--- config.mk ---
export PLATFORM = sky130hd
export DESIGN_NAME = uart_tx_ext
export DESIGN_NICKNAME = d
export VERILOG_FILES = /design/src/rtl/uart_pkg.sv /design/src/rtl/uart_parity_calc.sv /design/src/rtl/uart_tx_ext.sv
export SDC_FILE = /design/constraint.sdc
export NUM_CORES = 1
export LEC_CHECK = 0
export CAP_MARGIN = 20
export CORE_ASPECT_RATIO = 0.8
export CORE_MARGIN = 8
export CORE_UTILIZATION = 35
export DETAILED_ROUTE_END_ITERATION = 10
export PLACE_DENSITY_LB_ADDON = 0.08
export SLEW_MARGIN = 10
export SYNTH_ARGS = -nofsm -noshare
export SYNTH_HDL_FRONTEND = slang
export SYNTH_HIERARCHICAL = 1
export SYNTH_SLANG_ARGS = --single-unit
--- constraint.sdc ---
create_clock -name clk -period 3.4 [get_ports clk]
set_input_delay 0.68 -clock clk [delete_from_list [all_inputs] [get_ports clk]]
set_output_delay 0.68 -clock clk [all_outputs]
set_load 0.005 [all_outputs]
--- src/rtl/uart_pkg.sv ---
// uart_pkg: shared UART transmitter types and encodings.
//   state_t        - transmitter FSM states
//   PAR_*          - cfg_parity encodings (11 also means none)
//   STOP_*         - cfg_stop encodings (11 also means two bits)
//   clamp_dbits()  - limits a requested data bit count to 5..max
package uart_pkg;
    typedef enum logic [2:0] {IDLE, START, DATA, PARITY, STOP} state_t;
    localparam logic [1:0] PAR_NONE = 2'b00;
    localparam logic [1:0] PAR_EVEN = 2'b01;
    localparam logic [1:0] PAR_ODD  = 2'b10;
    localparam logic [1:0] STOP_1   = 2'b00;
    localparam logic [1:0] STOP_1P5 = 2'b01;
    localparam logic [1:0] STOP_2   = 2'b10;
    function automatic logic [3:0] clamp_dbits(input logic [3:0] d, input logic [3:0] max);
        return d < 4'd5 ? 4'd5 : d > max ? max : d;
    endfunction
endpackage

--- src/rtl/uart_parity_calc.sv ---
// uart_parity_calc: parity over the low dbits bits of data.
//   data   - payload, bits at or above dbits are ignored
//   dbits  - number of payload bits that take part
//   odd    - 1 selects odd parity, 0 even
//   parity - resulting parity bit
module uart_parity_calc #(
    parameter int DBIT_MAX = 9
) (
    input  logic [DBIT_MAX-1:0] data,
    input  logic [3:0]          dbits,
    input  logic                odd,
    output logic                parity
);
    always_comb begin
        parity = odd;
        for (int i = 0; i < DBIT_MAX; i++)
            parity = parity ^ (data[i] & (i < int'(dbits)));
    end
endmodule

--- src/rtl/uart_tx_ext.sv ---
// uart_tx_ext: configurable UART transmitter (5..DBIT_MAX data bits,
// optional parity, 1/1.5/2 stop bits) driven by an oversampling strobe.
//   clk, reset        - rising-edge clock, synchronous active-high reset
//   s_tick            - OS_RATE strobes per bit period
//   tx_valid/tx_ready - frame handshake, accepted only in IDLE
//   tx_data           - payload, LSB first
//   cfg_dbits/cfg_parity/cfg_stop - frame format, captured at acceptance
//   tx, tx_busy, tx_done_tick     - serial line, busy flag, end-of-frame pulse
// Parity support is compiled in only when UART_TX_PARITY_EN is defined;
// otherwise every frame is sent without parity.
module uart_tx_ext
    import uart_pkg::*;
#(
    parameter int DBIT_MAX = 9,
    parameter int OS_RATE  = 16
) (
    input  logic                clk,
    input  logic                reset,
    input  logic                s_tick,
    input  logic                tx_valid,
    output logic                tx_ready,
    input  logic [DBIT_MAX-1:0] tx_data,
    input  logic [3:0]          cfg_dbits,
    input  logic [1:0]          cfg_parity,
    input  logic [1:0]          cfg_stop,
    output logic                tx,
    output logic                tx_busy,
    output logic                tx_done_tick
);
    localparam int TW = $clog2(2 * OS_RATE);
    localparam int BW = $clog2(DBIT_MAX);
    state_t              state;
    logic [TW-1:0]       tick_cnt;
    logic [BW-1:0]       bit_cnt;
    logic [DBIT_MAX-1:0] data_r;
    logic [3:0]          dbits_r;
    logic [1:0]          stop_r;
    logic [3:0]          dbits_c;
    logic [TW-1:0]       stop_last;
    logic                bit_end;
    assign dbits_c   = clamp_dbits(cfg_dbits, 4'(DBIT_MAX));
    assign bit_end   = tick_cnt == TW'(OS_RATE - 1);
    assign stop_last = stop_r == STOP_1   ? TW'(OS_RATE - 1) :
                       stop_r == STOP_1P5 ? TW'(3 * OS_RATE / 2 - 1) : TW'(2 * OS_RATE - 1);
    assign tx_ready  = state == IDLE;
    assign tx_busy   = !tx_ready;
`ifdef UART_TX_PARITY_EN
    logic par_en_r, par_bit_r, par_bit_c;
    // Parity is taken from the payload at acceptance so the shifting data
    // register never has to be re-scanned.
    uart_parity_calc #(.DBIT_MAX(DBIT_MAX)) u_parity (
        .data   (tx_data),
        .dbits  (dbits_c),
        .odd    (cfg_parity == PAR_ODD),
        .parity (par_bit_c)
    );
`else
    logic unused_parity;
    assign unused_parity = ^cfg_parity;
`endif
    always_ff @(posedge clk) begin
        if (reset) begin
            state        <= IDLE;
            tick_cnt     <= '0;
            bit_cnt      <= '0;
            data_r       <= '0;
            dbits_r      <= '0;
            stop_r       <= '0;
            tx           <= 1'b1;
            tx_done_tick <= 1'b0;
`ifdef UART_TX_PARITY_EN
            par_en_r     <= 1'b0;
            par_bit_r    <= 1'b0;
`endif
        end else begin
            tx_done_tick <= 1'b0;
            case (state)
                IDLE: if (tx_valid) begin
                    state    <= START;
                    tx       <= 1'b0;
                    tick_cnt <= '0;
                    bit_cnt  <= '0;
                    data_r   <= tx_data;
                    dbits_r  <= dbits_c;
                    stop_r   <= cfg_stop;
`ifdef UART_TX_PARITY_EN
                    par_en_r  <= cfg_parity == PAR_EVEN || cfg_parity == PAR_ODD;
                    par_bit_r <= par_bit_c;
`endif
                end
                START: if (s_tick) begin
                    if (bit_end) begin
                        tick_cnt <= '0;
                        state    <= DATA;
                        tx       <= data_r[0];
                    end else
                        tick_cnt <= tick_cnt + 1'b1;
                end
                DATA: if (s_tick) begin
                    if (bit_end) begin
                        tick_cnt <= '0;
                        if (bit_cnt == BW'(dbits_r - 4'd1)) begin
                            bit_cnt <= '0;
                            state   <= STOP;
                            tx      <= 1'b1;
`ifdef UART_TX_PARITY_EN
                            if (par_en_r) begin
                                state <= PARITY;
                                tx    <= par_bit_r;
                            end
`endif
                        end else begin
                            bit_cnt <= bit_cnt + 1'b1;
                            data_r  <= data_r >> 1;
                            tx      <= data_r[1];
                        end
                    end else
                        tick_cnt <= tick_cnt + 1'b1;
                end
`ifdef UART_TX_PARITY_EN
                PARITY: if (s_tick) begin
                    if (bit_end) begin
                        tick_cnt <= '0;
                        state    <= STOP;
                        tx       <= 1'b1;
                    end else
                        tick_cnt <= tick_cnt + 1'b1;
                end
`endif
                STOP: if (s_tick) begin
                    if (tick_cnt == stop_last) begin
                        tick_cnt     <= '0;
                        state        <= IDLE;
                        tx_done_tick <= 1'b1;
                    end else
                        tick_cnt <= tick_cnt + 1'b1;
                end
                default: begin
                    state <= IDLE;
                    tx    <= 1'b1;
                end
            endcase
        end
    end
endmodule

-- After elaboration in Yosys (flattened, before gate mapping)
Cells that the tools add are included.
- flip-flop bits (word level): 29
- input bits: 21
- output and inout port bits: 4
- word-level logic and storage cells: 82
- $add $sub $neg: 3
- order comparisons: 2
- eq/ne operators: 17
- multiplexer cells: 37
- bitwise gates (word level): 2
- reduce and logical (&&, ||, !) cells: 13
- operators by type and width (operator ; number):
    $mux W9 ; 4
    $mux W5 ; 6
    $mux W4 ; 7
    $mux W3 ; 8
    $ne A2 B2 Y1 const B ; 9
    $pmux W9 S2 ; 1
    $pmux W5 S3 ; 1
    $pmux W3 S4 ; 1
    $pmux W4 S2 ; 1
    $reduce_and A4 Y1 ; 2
    $reduce_and A8 Y1 ; 1
    $mux W1 ; 7
    $reduce_and A6 Y1 ; 1
    $add A5 B1 Y5 const B ; 1
    $eq A5 B4 Y1 const B ; 1
    $eq A5 B5 Y1 ; 1
    $reduce_and A5 Y1 ; 1
    $add A4 B1 Y4 const B ; 1
    $eq A4 B4 Y1 ; 1
    $gt A4 B4 Y1 const B ; 1
    $lt A4 B3 Y1 const B ; 1
    $pmux W1 S4 ; 1
    $sub A4 B1 Y4 const B ; 1
    $eq A3 B1 Y1 const B ; 1
    13 further kinds ; 14

-- Logic depth before layout (Yosys ltp)
- depth after elaboration: 7
- gate-level depth with buffers: 10
- mapped depth without buffers: 9

-- Worst setup path before layout
Ideal clock, no wire load.
- path kind: reg-to-reg
- start point: register tick_cnt[0]
- end point: register data_r[6]
- setup time: 0.088 ns
- data arrival time: 1.932 ns
- required time: 3.312 ns
- setup slack: 1.380 ns
- cell stages (with the launch flop): 11
- buffers on the path: 1
- clock period less this slack: 2.020 ns
- cell sequence: dfxtp_1 -> ha_1 -> nand3_1 -> inv_1 -> ha_1 -> and3_1 -> o21ai_1 -> a31oi_4 -> buf_6 -> nor2_1 -> a311oi_2
- word-level cells in the longest chain between the ends: 3
- ends and longest elaborated chain (what ; RTL line ; source):
    start: declaration ; uart_tx_ext.sv:33 ; logic [TW-1:0] tick_cnt;
    start signal: assignment ; uart_tx_ext.sv:97 ; tick_cnt <= tick_cnt + 1'b1;
    start signal: assignment ; uart_tx_ext.sv:118 ; tick_cnt <= tick_cnt + 1'b1;
    start signal: assignment ; uart_tx_ext.sv:136 ; tick_cnt <= tick_cnt + 1'b1;
    $eq A5 B4 Y1 ; uart_tx_ext.sv:42 ; assign bit_end = tick_cnt == TW'(OS_RATE - 1);
    $ne A2 B2 Y1 (no source line) ; n/a ;
    $reduce_and A5 Y1 (no source line) ; n/a ;
    end signal: assignment ; uart_tx_ext.sv:83 ; data_r <= tx_data;
    end signal: assignment ; uart_tx_ext.sv:114 ; data_r <= data_r >> 1;
    end: declaration ; uart_tx_ext.sv:35 ; logic [DBIT_MAX-1:0] data_r;
Every way passes these cells.
A chain may end at the register's enable or synchronous reset.

-- Worst setup path in the final report
- start point: register state[1]
- end point: output tx_ready
- word-level cells in the longest chain between the ends: 1
- ends and longest elaborated chain (what ; RTL line ; source):
    start: declaration ; uart_tx_ext.sv:32 ; state_t state;
    start signal: assignment ; uart_tx_ext.sv:63 ; state <= IDLE;
    start signal: assignment ; uart_tx_ext.sv:79 ; state <= START;
    start signal: assignment ; uart_tx_ext.sv:94 ; state <= DATA;
    $logic_not A3 Y1 ; uart_tx_ext.sv:45 ; assign tx_ready = state == IDLE;
    end: declaration ; uart_tx_ext.sv:21 ; output logic tx_ready,
Every way passes these cells.

==> flow_summary.yaml <==
status:
  status: "finished, final reports clean"
clocking:
  postCtsHoldBufs: 0
  cts_made_buffers: 5
  h-tree-depth: 2
  path_clk_slew_ns: 0.06
  clock_latency_ns: 0.28
  cts_sinks: 29
  cts_max_path_buffers: 2
  cts_setup_buffers: 0
  cts-resized-gates: 0
  ctsRootBufferMaster: "clkbuf_8"
  cts_tree: "done"
detailed_routing:
  drtIter0Drc: 89
  via_per_inst: 5.28
  wirelength_um: 4090
  post-route-drc-count: 0
  drtAntennaViolNets: 0
  post_drt_wl_per_cell_um: 14.1
  vias: 1532
  dr.pass1.iters: 4
yosys:
  synth-edff-count: 0
  syn_nets: 232
  synth_warnings: 6
  async_flop_share_pct: 0
  synth.cell_area_mm2: 0.00177
  yosysUniqueCellTypes: 47
  synthFlopType: "dfxtp_1"
  synth-seq-area-share_pct: 32.7
  netlist_instances: 206
  synth_area_per_cell_um2: 8.61
  synth-seq-cells: 29
floorplanning:
  rows: 23
  start_util_pct: 35.8
  die_area_mm2: 0.00762
  core_area_mm2: 0.00495
  die_w_um: 95.6
  die_h_um: 79.7
  io_pins: 25
worst_setup_path:
  crit_path_max_incr_delay_ns: 0.55
  end_kind: "primary output"
  crit_path_start_kind: "flop"
  path_buf_inv: 2
  slowest_stage: "dfxtp_1"
  crit_fanout: 21
  path_class: "flop to primary output"
  required_ns: 2.72
  cp.arrival_ns: 1.95
  crit_chain: "or3_1 -> inv_1 -> clkdlybuf4s50_1"
  cp_top_family: "buffers and inverters"
grt:
  grt_pass1_wl_um: 7180
  antenna_found_initial: 0
  grt_pass1_vias: 1503
  grt_max_degree: 22
  overflow: 0
  grtUsageTotal_pct: 11.9
timing:
  rsz0062_at_grt: "no"
  period_share_pct: 77.5
  skew_ns: 0.00607
  finalSetupViolCount: 0
  max_freq_mhz: 380
  tightest_slew_ns: 0.795
  hold_viol: 0
  relSlewSlack_pct: 46.8
  slew_viol_final: 0
  period_minus_slack_ns: 2.63
  fin_tns_setup_ns: 0
cells_and_area:
  final_core_util_pct: 43.1
  final_nets: 253
  nFillCells: 516
  multi_input_area_mm2: 0.00111
  syn_to_final_growth_pct: 20.2
  ff_latch_area_um2: 581
  final_cell_mix: "29 x dfxtp_1, 27 x nand2_1, 27 x nor2_1"
  mostFrequentLayoutCell: "dfxtp_1"
  layout-drive-gt1-share_pct: 11.8
  diodes: 0
run:
  cap_violations: 0
power:
  p_leak_nw: 0.756
  ir_worst_vdd_mv: 0.296
  p_seq_share_pct: 38.2
  pwr_density_cell_mw_per_mm2: 592
  power_switching_uw: 463
  clockPowerShare_pct: 25.0
  comb_power_share_pct: 36.8
  intPower_uw: 800
  swShare_pct: 36.7
placement:
  port_buffers: 22
  dp_hpwl_um: 3080
  routabilityCongestion: 0.790
hold_path:
  hold_class: "flop to flop"
[flip-flops by register name (all words and copies together), names as in the netlist]
signal	cells
bit_cnt	4
data_r	9
dbits_r	4
state	3
stop_r	2
tick_cnt	5
tx	1
tx_done_tick	1
[final timing paths]
path / from / to / slack, ns / cells past startpoint
setup / recovery: state[1] / tx_ready / 0.77 / 3
hold / removal: data_r[8] / data_r[8] / 0.48 / 2
setup reg to reg: tick_cnt[0] / data_r[3] / 0.93 / 9
hold reg to reg: data_r[8] / data_r[8] / 0.48 / 2
[metal layers]
layer | up-vias | GRT usage, % | routed length, µm
li1 | 783 | - | -
met1 | 716 | 16.1 | 2070
met2 | 26 | 17.6 | 1810
met3 | 7 | 3.10 | 155
met4 | 0 | 4.59 | 58
met5 | - | 0 | 0
[cell type report]
cell class	instances	area share (%)
multi-input combinational	161	52.3
sequential	29	27.2
timing repair buffer	24	11.0
clock buffer	7	4.52
tap	62	3.64
inverter	6	1.06
clock inverter	1	0.235
[worst reg2reg max path, stage by stage, from the launching register on]
cell and delay (ns):
dfxtp_1 0.37, ha_1 0.21, nand3_1 0.12, inv_1 0.08
ha_1 0.25, and3_1 0.19, o21ai_1 0.25, a31oi_4 0.57
nor2_1 0.11, a311oi_2 0.25
[cells by family after synthesis]
group	share of synthesized area [%]
and+or+nand+nor	28.1
AOI/OAI and AO/OA	23.3
DFF	32.7
buffers and inverters	4.44
muxes	4.02
xor gates and xnor gates	3.81
adders and majority gates	3.53
[stage by stage]
stage / hold slack (ns) / worst slack (ns) / total power, mW / area, µm² / cells
6_report: 0.480 / 0.765 / 1.26 / 2130 / 290
5_1_grt: 0.508 / 0.642 / 1.36 / 2130 / 290
2_1_floorplan: 0.449 / 1.38 / 0.831 / 1770 / 206
4_1_cts: 0.488 / 0.746 / 1.28 / 2130 / 290
3_3_place_gp: 0.463 / 0.767 / 0.938 / 2030 / 282
3_5_place_dp: 0.478 / 0.685 / 0.961 / 2030 / 282
[power by group through the flow]
stage / logic [mW] / clock network (mW) / registers (mW)
6_report: 0.465 / 0.316 / 0.482
5_1_grt: 0.522 / 0.342 / 0.497
4_1_cts: 0.470 / 0.330 / 0.483
3_5_place_dp: 0.470 / 0 / 0.491
3_3_place_gp: 0.454 / 0 / 0.485
2_1_floorplan: 0.379 / 0 / 0.452
[cells in the mapped netlist (2+ instances only)]
library cell | count | area, µm²
nand3_1 | 6 | 30.0
nand2_1 | 27 | 101
dfxtp_1 | 29 | 581
nor2_1 | 27 | 101
and3_1 | 2 | 12.5
nor4bb_1 | 2 | 20.0
mux2i_1 | 6 | 60.1
or2_1 | 2 | 12.5
nor2b_1 | 3 | 18.8
buf_6 | 2 | 22.5
nand3b_1 | 3 | 22.5
nand2b_1 | 4 | 25.0
inv_1 | 6 | 22.5
a22oi_1 | 3 | 22.5
o21ai_1 | 3 | 15.0
a21oi_1 | 13 | 65.1
ha_1 | 5 | 62.6
a311oi_2 | 8 | 120
or3_1 | 2 | 12.5
o21a_1 | 2 | 15.0
xnor2_1 | 4 | 35.0
and2_1 | 2 | 12.5
nor3_4 | 2 | 32.5
a211oi_1 | 4 | 30.0
nor3_1 | 6 | 30.0
buf_2 | 3 | 15.0
a31oi_1 | 2 | 12.5
o21ai_0 | 5 | 25.0
clkbuf_1 | 5 | 18.8
Note: power is estimated with default switching activity, not from simulation.
